### src/rtl/booth_seq_controller.sv
// booth_seq_controller
//   Sequential radix-2 Booth multiplier controller. It time-shares one
//   external carry_lookahead_adder (N = DATA_W+1) over DATA_W iterations to
//   form the signed 2*DATA_W-bit product M*Q. All multiplier state
//   (accumulator, multiplicand copy, multiplier shift register, Booth guard
//   bit, iteration counter) lives here; the adder is purely combinational.
//
//   Optional feature macro: BOOTH_ZERO_BYPASS_EN
//     defined   - a zero multiplicand or multiplier skips the iterations and
//                 goes straight to DONE with product = 0.
//     undefined - zero operands run the full DATA_W iterations.
//
// Ports
//   clk, rst_n            clock (rising edge), asynchronous active-low reset
//   in_valid / in_ready   operand handshake; multiplicand, multiplier (signed)
//   out_valid / out_ready product handshake; product (signed, 2*DATA_W bits)
//   add_a, add_b, add_cin adder operands driven by this controller
//   add_result            adder result; only [DATA_W:0] is used
//
// Handshakes: a transfer happens at a rising edge where valid and ready are
// both 1. in_ready is 1 only in IDLE; out_valid is 1 only in DONE and the
// product is held unchanged until the transfer completes.

module booth_seq_controller #(
  parameter int DATA_W = 8,
  parameter int CNT_W  = $clog2(DATA_W) + 1
) (
  input  logic                  clk,
  input  logic                  rst_n,
  input  logic                  in_valid,
  output logic                  in_ready,
  input  logic [DATA_W-1:0]     multiplicand,
  input  logic [DATA_W-1:0]     multiplier,
  output logic                  out_valid,
  input  logic                  out_ready,
  output logic [2*DATA_W-1:0]   product,
  output logic [DATA_W:0]       add_a,
  output logic [DATA_W:0]       add_b,
  output logic                  add_cin,
  input  logic [DATA_W+1:0]     add_result
);

  typedef enum logic [1:0] {IDLE, RUN, DONE} state_t;

  state_t                state, state_nx;
  logic [DATA_W:0]       acc, acc_nx;
  logic [DATA_W:0]       mreg, mreg_nx;
  logic [DATA_W-1:0]     qreg, qreg_nx;
  logic                  g, g_nx;
  logic [CNT_W-1:0]      cnt, cnt_nx;
  logic [2*DATA_W-1:0]   product_nx;
  logic [DATA_W:0]       sum;

  assign in_ready  = (state == IDLE);
  assign out_valid = (state == DONE);
  assign sum       = add_result[DATA_W:0];

  // Adder operand selection is kept in its own process so that it depends
  // only on registered state; the adder result feeds back only into the
  // next-state logic below.
  always_comb begin
    add_a   = '0;
    add_b   = '0;
    add_cin = 1'b0;
    if (state == RUN) begin
      add_a = acc;
      case ({qreg[0], g})
        2'b01: add_b = mreg;                          // ACC + M
        2'b10: begin add_b = ~mreg; add_cin = 1'b1; end // ACC - M
        default: add_b = '0;                          // pass-through
      endcase
    end
  end

  always_comb begin
    state_nx   = state;
    acc_nx     = acc;
    mreg_nx    = mreg;
    qreg_nx    = qreg;
    g_nx       = g;
    cnt_nx     = cnt;
    product_nx = product;
    case (state)
      IDLE: begin
        if (in_valid) begin
          acc_nx   = '0;
          mreg_nx  = {multiplicand[DATA_W-1], multiplicand};
          qreg_nx  = multiplier;
          g_nx     = 1'b0;
          cnt_nx   = CNT_W'(DATA_W);
          state_nx = RUN;
`ifdef BOOTH_ZERO_BYPASS_EN
          if ((multiplicand == '0) || (multiplier == '0)) begin
            state_nx   = DONE;
            product_nx = '0;
          end
`endif
        end
      end
      RUN: begin
        // Arithmetic right shift of {S, Qreg, g}: S's sign bit is duplicated
        // into the new ACC MSB, S[0] enters the top of Qreg.
        acc_nx  = {sum[DATA_W], sum[DATA_W:1]};
        qreg_nx = {sum[0], qreg[DATA_W-1:1]};
        g_nx    = qreg[0];
        cnt_nx  = cnt - CNT_W'(1);
        if (cnt == CNT_W'(1)) begin
          state_nx   = DONE;
          product_nx = {acc_nx[DATA_W-1:0], qreg_nx};
        end
      end
      DONE: begin
        if (out_ready) state_nx = IDLE;
      end
      default: state_nx = IDLE;
    endcase
  end

  always_ff @(posedge clk or negedge rst_n) begin
    if (!rst_n) begin
      state   <= IDLE;
      acc     <= '0;
      mreg    <= '0;
      qreg    <= '0;
      g       <= 1'b0;
      cnt     <= '0;
      product <= '0;
    end else begin
      state   <= state_nx;
      acc     <= acc_nx;
      mreg    <= mreg_nx;
      qreg    <= qreg_nx;
      g       <= g_nx;
      cnt     <= cnt_nx;
      product <= product_nx;
    end
  end

endmodule

### config.mk
export PLATFORM = sky130hd
export DESIGN_NAME = booth_seq_controller
export DESIGN_NICKNAME = d
export VERILOG_FILES = /design/src/rtl/booth_seq_controller.sv
export SDC_FILE = /design/constraint.sdc
export NUM_CORES = 1
export LEC_CHECK = 0
export CAP_MARGIN = 20
export CELL_PAD_IN_SITES_DETAIL_PLACEMENT = 1
export CELL_PAD_IN_SITES_GLOBAL_PLACEMENT = 2
export CORE_MARGIN = 5
export CORE_UTILIZATION = 26
export CTS_BUF_LIST = sky130_fd_sc_hd__clkbuf_4 sky130_fd_sc_hd__clkbuf_8 sky130_fd_sc_hd__clkbuf_16
export CTS_CLUSTER_DIAMETER = 60
export DETAILED_ROUTE_END_ITERATION = 6
export PLACE_DENSITY = 0.72
export SETUP_SLACK_MARGIN = 0.3
export SLEW_MARGIN = 20
export SYNTH_ARGS = -nofsm -noshare
export SYNTH_HDL_FRONTEND = slang
export SYNTH_SLANG_ARGS = --single-unit
### constraint.sdc
create_clock -name clk -period 1.55 [get_ports clk]
set_clock_uncertainty 0.15 [all_clocks]
set_input_delay 0.3875 -clock clk [delete_from_list [all_inputs] [get_ports clk]]
set_output_delay 0.3875 -clock clk [all_outputs]
set_load 0.01 [all_outputs]
* Word level (Yosys, flattened, before mapping)
Cells that the tools add are included.
** Storage, ports and cells
- Bits in registers :: 48
- Logic and storage cells :: 40
** Operators by class
- Reduce and logical (&&, ||, !) cells :: 6
- Bitwise logic cells :: 1
- Eq/ne operators :: 8
- Add/sub/neg operators :: 1
- Multiplexer cells :: 17
** Operators by type and width (count)
- $pmux W9 S2 :: 2
- $mux W9 :: 3
- $pmux W8 S2 :: 1
- $not A9 Y9 :: 1
- $mux W8 :: 1
- $pmux W4 S2 :: 1
- $mux W2 :: 3
- $pmux W2 S3 :: 1
- $reduce_and A2 Y1 :: 3
- $eq A2 B1 Y1 const B :: 2
- $eq A2 B2 Y1 const B :: 2
- $eq A4 B1 Y1 const B :: 1
- $mux W4 :: 1
- $ne A2 B1 Y1 const B :: 2
- $sub A4 B1 Y4 const B :: 1
- $mux W1 :: 3
- $reduce_and A3 Y1 :: 1
- $logic_not A2 Y1 :: 1
- $ne A2 B2 Y1 const B :: 1
- $pmux W1 S2 :: 1
- $reduce_bool A2 Y1 :: 1

* Longest topological paths before layout
Gate-level depths: netlist of run 1.
- Depth after elaboration :: 3
- Gate-level depth with buffers :: 6
- Gate-level depth less buffers :: 5

* Worst setup path after synthesis of run 1
No wires, ideal clock.
- Kind :: register -> output
- Start point :: reg state[0]
- End point :: out add_a[8]
- Required time :: 1.012 ns
- Arrival time :: 1.226 ns
- Stages on the path, launching flop included :: 6
- Slack :: -0.214 ns
- Cells stage by stage :: dfrtp_1 -> nor2b_4 -> buf_4 -> clkbuf_2 -> and2_1 -> buf_4
** On the way
- Word-level cells in the longest chain between the ends :: 2
** RTL lines
- from (decl) :: line 45 : state_t state, state_nx;
- from (signal assigned) :: line 129 : state <= state_nx;
- $eq A2 B1 Y1 :: line 65 : if (state == RUN) begin
- $mux W9 :: line 65
- to (decl) :: line 37 : output logic [DATA_W:0] add_a,
No other way between the ends.

* Worst setup path in the final report of run 1
- Start point :: reg qreg[0]
- End point :: out add_b[7]
** On the way
- Word-level cells in the longest chain between the ends :: 3
- Elaborated cells on any way between the ends :: 4
- Classes of those cells :: 2 x eq/ne; 2 x mux
** RTL lines
- from (decl) :: line 48 : logic [DATA_W-1:0] qreg, qreg_nx;
- from (signal assigned) :: line 132 : qreg <= qreg_nx;
- $eq A2 B2 Y1 or $eq A2 B1 Y1 (tied branches) :: line 67 : case ({qreg[0], g})
- $pmux W9 S2 (*) :: line 67
- $mux W9 (*) :: line 65
- to (decl) :: line 38 : output logic [DATA_W:0] add_b,
Mark *: on every way between the ends. The rest lies on a longest branch, timed or not.

==> flow_metrics.env, run 1 <==
export IMPL_arrival_ns=1.51
export IMPL_layout_common_cells="buf_6, dfrtp_1, nand2_1, buf_4, clkdlybuf4s50_1"
export IMPL_netlist_area_um2=2160
export IMPL_areaGrowthSynthToFinish_pct=88.9
export IMPL_final_util_pct=50.1
export IMPL_finalHoldViolCount=0
export IMPL_post_place_ws_ns=-0.507
export IMPL_fin_crit_ns=2.05
export IMPL_final_layout_size_suffix_gt1_share_pct=63.0
export IMPL_async_reset_ff_share_pct=100
export IMPL_synth_adder_area_share_pct=1.16
export IMPL_synth_edf_count=0
export IMPL_peakVddDrop_mv=0.635
export IMPL_grt_total_usage_pct=13.8
export IMPL_synth_nets=219
export IMPL_ys_seq_area_share_pct=54.6
export IMPL_yosysUniqueCellTypes=28
export IMPL_yosys_area_share_simple_pct=14.9
export IMPL_reg2regPathDepth=8
export IMPL_syn_area_per_cell_um2=11.5
export IMPL_cts_made_buffers=5
export IMPL_gp_congestion=0.773
export IMPL_remaining_drc_errors=0
export IMPL_grt_max_degree=48
export IMPL_synth_area_leaders="dfrtp_1, mux2_2, mux2_4"
export IMPL_yosys_warnings=0
export IMPL_antenna_found_initial=0
export IMPL_routed_via_density=4.51
export IMPL_clkTransAtPathRegs_ns=0.09
export IMPL_start_util_pct=26.5
export IMPL_hp_class="register to register"
export IMPL_layout_nets=353
export IMPL_mostFrequentLayoutCell="buf_6"
export IMPL_die_x_um=101
export IMPL_max_stage_delay_ns=0.43
export IMPL_max_slew_worst_pin_slew_ns=0.410
export IMPL_dr_pass1_iters=3
export IMPL_io_pins=67
export IMPL_synth_top_family_by_area="multiplexers"
export IMPL_drt_iter0_drc=27
export IMPL_slowest_stage="dfrtp_1"
export IMPL_avgRoutedWirePerCell_um=17.1
export IMPL_num_antenna_cells=0
export IMPL_yosysTopAreaCellShare_pct=54.6
export IMPL_routed_wl_um=7290
export IMPL_period_share_pct=132
export IMPL_grt_pass1_wl_um=10900
export IMPL_path_cells="buf_6 -> nor2b_4 -> buf_6 -> buf_4 -> mux2i_4 -> nor2_4 -> buf_6"
export IMPL_rsz0062_at_grt="true"
export IMPL_grt_pass1_vias=2130
export IMPL_ctsRootBufferMaster="clkbuf_8"
export IMPL_die_area_um2=10200
export IMPL_synth_xor_area_share_pct=0
export IMPL_maxSlewViolCount=0
export IMPL_setup_tns_ns=-24.89
export IMPL_row_count=33
export IMPL_critPathLaunchType="register"
export IMPL_holdPathStages=1
export IMPL_ys_seq_elements=47
export IMPL_p_per_area_nw_per_um2=2190
export IMPL_cts_tree="built"
export IMPL_worstSetupPathType="register to output port"
export IMPL_vias=1924
export IMPL_hpwl_um=4150
export IMPL_muxShareOfSynthArea_pct=17.8
export IMPL_htree_levels=2
export IMPL_cp_max_fo=4
export IMPL_synthFlopType="dfrtp_1"
export IMPL_end_kind="output port"
export IMPL_coreArea_um2=8130
export IMPL_failed_checks="negative setup slack"
export IMPL_port_buffers=65
export IMPL_fmax_ghz=0.488
export IMPL_clock_latency_ns=0.30
export IMPL_synthCells=187
export IMPL_status="complete, but fails checks"
export IMPL_overflow=0
export IMPL_cp_required_ns=1.01
export IMPL_synth_top_area_cell="dfrtp_1"
export IMPL_ant_nets=0
export IMPL_cts_num_sinks=47
export IMPL_power_mw=8.90
export IMPL_fin_hold_ws_ns=0.363
export IMPL_synth_compound_area_share_pct=7.20
export IMPL_crit_top_cell="buf_6"
export IMPL_maxCapViolCount=0
export IMPL_finalSetupViolCount=68
export IMPL_die_height_um=101
export IMPL_p_leak_nw=1.90
export IMPL_setup_ws_ns=-0.499
export IMPL_slew_headroom_pct=72.7
export IMPL_clockBufferDepth=2
-- kinds of logic after synthesis --
group / count (synthesis)
buffers and inverters: 16
adders and majority gates: 2
DFF: 47
and+or+nand+nor: 65
muxes: 32
AOI/OAI and AO/OA: 25
-- worst max-delay path: cells and delay by family (launching register included) --
kind	cells	cell delay, ns
multiplexers	1	0.07
buffers and inverters	4	0.49
AND/OR/NAND/NOR	2	0.22
flip-flops	1	0.43
-- metrics by stage --
| stage | std cells | cell area (um2) |
|---|---|---|
| 6_report | 427 | 4070 |
| 5_1_grt | 427 | 4070 |
| 4_1_cts | 410 | 3760 |
| 3_5_place_dp | 369 | 3200 |
| 3_3_place_gp | 369 | 3200 |
| 2_1_floorplan | 187 | 2320 |
-- metal layers --
layer | vias to the layer above | routed length, um | GRT usage (%)
li1 | 902 | - | -
met1 | 971 | 2950 | 16.8
met2 | 44 | 3890 | 24.7
met3 | 7 | 358 | 2.63
met4 | 0 | 87 | 3.68
met5 | - | 0 | 0
-- cell type report --
type / instances / area (um2)
clock buffer: 6 / 76.3
clock inverter: 2 / 12.5
fill: 868 / 4060
inverter: 3 / 11.3
multi-input combinational: 126 / 1290
sequential: 47 / 1180
tap: 105 / 131
timing repair buffer: 138 / 1380
-- state kept, by name (all words and copies together) (netlist names) --
| signal | cells |
|---|---|
| cnt | 4 |
| acc | 8 |
| qreg | 8 |
| product | 16 |
| mreg | 8 |
| g | 1 |
| state | 2 |
-- cells in the mapped netlist (2+ instances only) --
master / count
dfrtp_1: 47
nand2_1: 36
mux2_2: 15
o21ai_0: 12
and2_1: 9
mux2_4: 9
nor2_1: 9
a22oi_1: 8
mux2i_1: 8
buf_4: 4
clkbuf_1: 4
inv_1: 3
buf_2: 2
buf_6: 2
ha_1: 2
nand2b_1: 2
nand3b_1: 2
nor2b_1: 2
o21bai_1: 2
-- where the power goes --
part           internal (mW)  switching [mW]  total [mW]
Combinational           3.54            2.30        5.84
Clock                  0.334           0.432       0.766
Sequential              1.82           0.480        2.30
-- worst paths after layout --
check	start	end	slack, ns
max in group asynchronous	rst_n	product[1]	0.56
min reg2reg	product[9]	product[9]	0.36
max reg2reg	state[0]	mreg[3]	-0.42
max	qreg[0]	add_b[7]	-0.50
min in group asynchronous	rst_n	product[12]	0.44
min	product[9]	product[9]	0.36
-- repair_timing --
action,in CTS,in global routing
gates resized for setup,242,43
buffers inserted,29,16
endpoints found under the hold margin,47,0
endpoints found under the setup margin,84,84
hold buffers,1,0
gates cloned,3,1
pin swaps,8,30
No activity file was read; power rests on OpenSTA's default activity.
==> run 2: changes to the inputs <==
Settings changed: ABC_AREA from default to 0.
==> results of run 2 <==
Same layout as run 1: the final DEF is identical, and so are final timing and power.
